<file path="config.mk">
export PLATFORM = sky130hd
export DESIGN_NAME = cpu_sequencer
export DESIGN_NICKNAME = d
export VERILOG_FILES = /design/src/rtl/cpu_sequencer.sv
export SDC_FILE = /design/constraint.sdc
export NUM_CORES = 1
export LEC_CHECK = 0
export CORE_ASPECT_RATIO = 1.5
export CORE_MARGIN = 2
export CORE_UTILIZATION = 40
export CTS_CLUSTER_DIAMETER = 50
export DETAILED_ROUTE_END_ITERATION = 10
export PLACE_DENSITY = 0.84
export SLEW_MARGIN = 15
export SYNTH_ARGS = -nofsm -noshare
export SYNTH_HDL_FRONTEND = slang
export SYNTH_SLANG_ARGS = --single-unit
</file>
<file path="constraint.sdc">
create_clock -name clk -period 7.65 [get_ports clk]
set_input_delay 1.1475 -clock clk [delete_from_list [all_inputs] [get_ports clk]]
set_output_delay 1.1475 -clock clk [all_outputs]
set_load 0.1 [all_outputs]
</file>
<file path="src/rtl/cpu_sequencer.sv">
// ---------------------------------------------------------------------------
// cpu_sequencer
//   Instruction sequencer for a small 16-bit CPU. It fetches an instruction
//   word into ir and then runs one or two execute phases (EX0, EX1). During
//   these phases an external decoder looks at ir and state and returns control
//   bits. At the end of each instruction the block updates pc. The fetched
//   word 16'hFFFF puts the block into a HALT state that only rst clears.
//
// Ports
//   clk, rst        : clock; synchronous active-high reset
//   run             : enable; the block leaves IDLE and starts the next
//                     fetch only while run is high
//   mem_req/we/addr : memory request, write qualifier and address; all zero
//                     while no request is outstanding
//   mem_rdata/ack   : memory read data and completion, sampled while mem_req
//   ir              : instruction register (feeds the decoder)
//   state           : decoder execute phase, 0 = EX0, 1 = EX1
//   dec_*           : decoder results (pc select, second phase, reg write,
//                     memory read, memory write)
//   dat_addr        : data address for execute-phase memory accesses
//   br_off          : two's-complement relative pc offset
//   jmp_addr        : absolute pc target
//   pc              : program counter
//   reg_we          : gated register-file write strobe
//   halted          : high while in HALT
// ---------------------------------------------------------------------------
module cpu_sequencer (
  input  logic        clk,
  input  logic        rst,
  input  logic        run,
  output logic        mem_req,
  output logic        mem_we,
  output logic [15:0] mem_addr,
  input  logic [15:0] mem_rdata,
  input  logic        mem_ack,
  output logic [15:0] ir,
  output logic        state,
  input  logic [1:0]  dec_ps,
  input  logic        dec_ns,
  input  logic        dec_wr,
  input  logic        dec_memrd,
  input  logic        dec_memwr,
  input  logic [15:0] dat_addr,
  input  logic [15:0] br_off,
  input  logic [15:0] jmp_addr,
  output logic [15:0] pc,
  output logic        reg_we,
  output logic        halted
);

  typedef enum logic [2:0] {
    S_IDLE  = 3'd0,
    S_FETCH = 3'd1,
    S_EX0   = 3'd2,
    S_EX1   = 3'd3,
    S_HALT  = 3'd4
  } seq_state_e;

  localparam logic [15:0] HALT_WORD = 16'hFFFF;

  // pc select encodings returned by the decoder
  localparam logic [1:0] PS_HOLD = 2'b00;
  localparam logic [1:0] PS_INC  = 2'b01;
  localparam logic [1:0] PS_REL  = 2'b10;
  localparam logic [1:0] PS_ABS  = 2'b11;

  seq_state_e  fsm_q, fsm_d;
  logic [15:0] pc_q,  pc_d;
  logic [15:0] ir_q,  ir_d;

  logic        mem_op;     // current execute phase performs a memory access
  logic        ex_done;    // current execute phase completes on this clock
  logic        instr_end;  // instruction completes on this clock
  logic [15:0] pc_next;    // pc value selected by dec_ps

  assign mem_op = dec_memrd | dec_memwr;

  // pc target mux. The adds are 16 bits wide, so they wrap modulo 2^16 and
  // no carry is kept.
  always_comb begin
    pc_next = pc_q;
    unique case (dec_ps)
      PS_HOLD: pc_next = pc_q;
      PS_INC:  pc_next = pc_q + 16'd1;
      PS_REL:  pc_next = pc_q + br_off;
      PS_ABS:  pc_next = jmp_addr;
      default: pc_next = pc_q;
    endcase
  end

  // Next-state logic and outputs. Memory outputs are driven directly from the
  // current state, so a request shows up in the same cycle the state is
  // entered. This gives zero-wait memory a single-cycle handshake.
  always_comb begin
    fsm_d     = fsm_q;
    pc_d      = pc_q;
    ir_d      = ir_q;
    mem_req   = 1'b0;
    mem_we    = 1'b0;
    mem_addr  = 16'h0000;
    reg_we    = 1'b0;
    halted    = 1'b0;
    state     = 1'b0;
    ex_done   = 1'b0;
    instr_end = 1'b0;

    unique case (fsm_q)
      S_IDLE: begin
        if (run) fsm_d = S_FETCH;
      end

      S_FETCH: begin
        mem_req  = 1'b1;
        mem_addr = pc_q;
        if (mem_ack) begin
          ir_d  = mem_rdata;
          fsm_d = (mem_rdata == HALT_WORD) ? S_HALT : S_EX0;
        end
      end

      S_EX0, S_EX1: begin
        state = (fsm_q == S_EX1);
        if (mem_op) begin
          mem_req  = 1'b1;
          mem_addr = dat_addr;
          mem_we   = dec_memwr;
        end
        // A phase with no memory access finishes at once. Otherwise it waits
        // for mem_ack. reg_we is only asserted on the finishing clock.
        ex_done = !mem_op || mem_ack;
        if (ex_done) begin
          reg_we = dec_wr;
          // dec_ns is only looked at in EX0. EX1 always ends the instruction.
          if (fsm_q == S_EX0 && dec_ns) fsm_d = S_EX1;
          else                          instr_end = 1'b1;
        end
      end

      S_HALT: begin
        halted = 1'b1;
      end

      default: fsm_d = S_IDLE;
    endcase

    // pc changes only here, once per instruction. run is only checked at this
    // point, so dropping run mid-instruction lets the instruction finish.
    if (instr_end) begin
      pc_d  = pc_next;
      fsm_d = run ? S_FETCH : S_IDLE;
    end
  end

  always_ff @(posedge clk) begin
    if (rst) begin
      fsm_q <= S_IDLE;
      pc_q  <= 16'h0000;
      ir_q  <= 16'h0000;
    end else begin
      fsm_q <= fsm_d;
      pc_q  <= pc_d;
      ir_q  <= ir_d;
    end
  end

  assign pc = pc_q;
  assign ir = ir_q;

endmodule
</file>
Word-level counts from Yosys, hierarchy flattened
Cells that the tools add are included.
{"block": "totals", "ff_bits": 35, "inputBits": 74, "output_inout_bits": 53, "elab_cells": 51}
{"block": "op_classes", "n_addsub": 2, "eq_ne": 13, "n_mux": 22, "bitwise": 2, "reduce_logical": 9}
{"cell": "$pmux 16 s3", "count": 1}
{"cell": "$pmux 16 s2", "count": 1}
{"cell": "$mux 3", "count": 6}
{"cell": "$add 16x1->16 const B", "count": 1}
{"cell": "$add 16x16->16", "count": 1}
{"cell": "$eq 16x16->1 const B", "count": 1}
{"cell": "$mux 16", "count": 1}
{"cell": "$ne 3x3->1 const B", "count": 4}
{"cell": "$pmux 3 s4", "count": 1}
{"cell": "$mux 1", "count": 11}
{"cell": "$eq 3x2->1 const B", "count": 2}
{"cell": "$reduce_and 5->1", "count": 1}
{"cell": "$eq 2x2->1 const B", "count": 2}
{"cell": "$reduce_and 2->1", "count": 2}
{"cell": "$eq 3x1->1 const B", "count": 1}
{"cell": "$eq 3x3->1 const B", "count": 1}
{"cell": "$logic_not 3->1", "count": 1}
{"cell": "$eq 2x1->1 const B", "count": 1}
{"cell": "$logic_not 2->1", "count": 1}
{"cell": "$ne 2x2->1 const B", "count": 1}
{"cell": "$pmux 1 s2", "count": 1}
{"cell": "$reduce_or 2->1", "count": 1}
{"cell": "$logic_and 1x1->1", "count": 1}
{"cell": "$logic_not 1->1", "count": 1}
{"cell": "3 further kinds", "count": 3}

Longest topological paths before layout
{"block": "depth", "word_depth": 7, "ltp_mapped": 11, "ltp_nobuf": 10}

Worst setup path before layout
Ideal clock, no wire load.
{"block": "synth_path", "path_kind": "reg-to-output", "startpoint": "register fsm_q[2]", "endpoint": "output port halted", "arrival_ns": 2.650, "slack_ns": 3.853, "stages_incl_launch_ff": 3, "n_path_buf": 0, "path_cell_list": "dfxtp_1 inv_1 nor3_1"}
{"block": "synth_via", "elab_chain_len": 2}
{"element": "from (decl)", "line": "67", "text": "seq_state_e fsm_q, fsm_d;"}
{"element": "from (signal assigned)", "line": "160", "text": "fsm_q <= fsm_d;"}
{"element": "$eq 3x3->1", "line": "107", "text": "unique case (fsm_q)"}
{"element": "$mux 1", "line": "107"}
{"element": "to (decl)", "line": "48", "text": "output logic halted"}
Every way passes these cells.

Worst setup path after layout
{"block": "layout_path", "startpoint": "input port dec_memwr", "endpoint": "output port mem_addr[8]"}
{"block": "layout_via", "elab_chain_len": 3}
{"element": "from (decl)", "line": "42", "text": "input logic dec_memwr,"}
{"element": "$or 1x1->1", "line": "76", "text": "assign mem_op = dec_memrd | dec_memwr;"}
{"element": "$mux 16", "line": "123", "text": "if (mem_op) begin"}
{"element": "$pmux 16 s2", "line": "107"}
{"element": "to (decl)", "line": "33", "text": "output logic [15:0] mem_addr,"}
Every way passes these cells.

==> impl_metrics.toml <==
[synth]
postSynth.asyncResetShare = 0
yosys.area_share.simple = 0.243
synth_nets = 431
synth_fa_ha_area_frac = 0.0776
synth_compound_area_frac = 0.321
syn_inst = 341
yosysSeqAreaShare = 0.262
synthXorXnorAreaFrac = 0.0294
synthMuxAreaShare = 0.0252
yosysWarnings = 0
synth_edf_count = 0
netlist_area_um2 = 2680
synth_top_family_by_area = "compound AO/OA/AOI/OAI gates"
ys_ff_latch = 35
avgSynthCellArea_um2 = 7.85
ys.flop_type = "dfxtp_1"
synth_cell_types = 58

[worst_setup_path]
cp.required_ns = 6.50
worstPathArrival_ns = 3.63
regToRegSetupSlack_ns = 5.29
worstReg2RegEnd = "pc[14]"
reg2reg_from = "pc[0]"
reg2reg_depth = 8
setup.worst_path.start_class = "input pin"
worstSetupPathType = "input pin to output pin"
path_max_fanout = 13
worst_setup_path_end_kind = "output pin"

[layout]
synthToLayoutAreaGrowth_pct = 51.2
final_nets = 547
layout_commonest_cell = "clkdlybuf4s50_1"
design_area_um2 = 4050
drive_above_1_share = 0.0656
n_antenna_cell = 0
final_cell_mix = "126 x clkdlybuf4s50_1, 58 x nand2_1, 39 x a21oi_1"

[timing]
tns_ns = 0
rsz0062_at_grt = "no"
clock_skew_ns = 0.00786
timing.hold.ws_ns = 0.453
drv_slew = 0
max_freq_ghz = 0.210
period_needed_ns = 4.77
period_share = 0.624
tightest_slew_ns = 0.982
hold_viol_final = 0
setup_viol = 0
maxSlewHeadroom = 0.343

[clock_tree]
numCtsBuffers = 5
htree_levels = 2
postCtsSetupRepairBufs = 0
clkTransAtPathRegs_ns = 0.07
cts_buffer_depth = 2
worstSkewPairLatency_ns = 0.28
cts_resized = 0
cts_tree = "yes"
clock-root-buffer = "clkbuf_8"
cts_hold_buffers = 0
cts.sinks = 35

[drt]
drc = 0
via_count = 3026
drt_pre_antenna_iters = 4
drt_iter0_markers = 113
wire_per_inst_um = 16.5
postRouteWirelength_um = 8770
vias_per_cell = 5.68
antenna_left = 0

[global_routing]
grt_overflow = 0
grt_pass1_wl_um = 13700
antenna_found_initial = 0
grt_pass1_vias = 2870
grt_max_degree = 33
grt.total_usage = 0.230

[die]
rows = 36
core_area_um2 = 6490
start_util = 0.413
io_pins = 127
die_h_um = 104
die_area_um2 = 7380
die_w_um = 70.8

[pwr]
combPwrFrac = 0.495
ir_worst_vdd_mv = 0.0742
p_int_uw = 371
p_per_area_nw_per_um2 = 167
switching_share = 0.452
p_leak_nw = 1.59
p_switching_uw = 306
sequentialPowerShare = 0.306
clock_power_share = 0.199

[placed_design]
post_dp_cell_area_um2 = 3960
port_buffers = 126
dp_hpwl_um = 6850
gp_congestion = 0.988

[outcome]
status = "complete, no violations"

[job]
drv_cap = 0

[hold_path]
min_path_type = "register to register"
holdPathStages = 2
holdCritStartpoint = "ir[1]"
whs_endpoint = "ir[1]"
-- power groups by stage --
stage	sequential, mW	clock (mW)	combinational [mW]
global placement	0.211	0	0.332
CTS	0.208	0.139	0.336
floorplan	0.288	0	0.161
global route	0.210	0.150	0.352
finish	0.208	0.135	0.335
detailed placement	0.212	0	0.335
-- worst max-delay path, cell delays in order --
cell	delay (ns)
clkdlybuf4s50_1	0.47
nor2_1	0.08
nor3_2	0.32
buf_4	0.31
a22o_1	0.16
clkdlybuf4s50_1	1.14
-- synth_stat cells, drive strengths merged, types with 2 or more instances --
cell type   n  area (µm²)
nand2      59         224
a21oi      40         204
dfxtp      35         701
nor2       23        86.3
and2       18         113
a22o       16         140
ha         15         188
clkbuf     10        37.5
buf         9        51.3
o21ai       8        40.0
a211oi      7        67.6
a21o        7        53.8
nand2b      7        43.8
inv         6        22.5
nand4       6        37.5
nand3       5        25.0
nor3        5        30.0
xnor2       5        43.8
a311oi      4        41.3
nor2b       4        32.5
o21a        4        30.0
o221ai      4        35.0
xor2        4        35.0
a221oi      3        32.5
mux2        3        37.5
mux2i       3        30.0
o211a       3        30.0
o211ai      3        22.5
a21boi      2        18.8
and3        2        12.5
nor4        2        12.5
o221a       2        22.5
o31ai       2        15.0
or2         2        12.5
-- logic make-up (layout without fill, tap and decap cells) --
group | count (synthesis) | in the layout
AOI/OAI and AO/OA | 114 | 114
xor gates and xnor gates | 9 | 9
adders and majority gates | 16 | 16
buffers and inverters | 25 | 141
DFF | 35 | 35
muxes | 6 | 6
and+or+nand+nor | 136 | 136
-- final cells by class --
cell class                 instances  area, µm²
clock inverter                     1       5.00
inverter                           6       22.5
clock buffer                       6       82.6
timing repair buffer             128       1280
multi-input combinational        281       1870
sequential                        35        701
fill                             614       2440
tap                               76       95.1
-- worst max-delay path by stage --
stage | start | end | slack, ns | cells after the start
floorplan | fsm_q[2] | halted | 3.85 | 2
global placement | dec_memwr | mem_addr[8] | 2.95 | 6
detailed placement | dec_memwr | mem_addr[8] | 2.87 | 6
CTS | dec_memwr | mem_addr[8] | 2.87 | 6
global route | dec_memwr | mem_addr[6] | 2.78 | 6
finish | dec_memwr | mem_addr[8] | 2.88 | 6
-- flip-flops by register name, indices dropped and copies added, names as in the netlist --
| name | flops |
|---|---|
| pc | 16 |
| ir | 16 |
| fsm_q | 3 |
-- metrics by stage --
step	util	power, mW	worst slack, ns	instances
floorplan	-	0.448	3.85	341
global placement	0.611	0.544	2.95	526
detailed placement	0.611	0.547	2.87	526
CTS	0.624	0.683	2.87	533
global route	0.624	0.712	2.78	533
finish	0.624	0.678	2.88	533
-- routing by layer --
layer / vias up / GRT usage / wire, µm
li1: 1481 / - / -
met1: 1404 / 0.261 / 3380
met2: 127 / 0.422 / 4610
met3: 14 / 0.0436 / 656
met4: 0 / 0.0728 / 129
met5: - / 0 / 0
(Power assumes the default switching activity.)
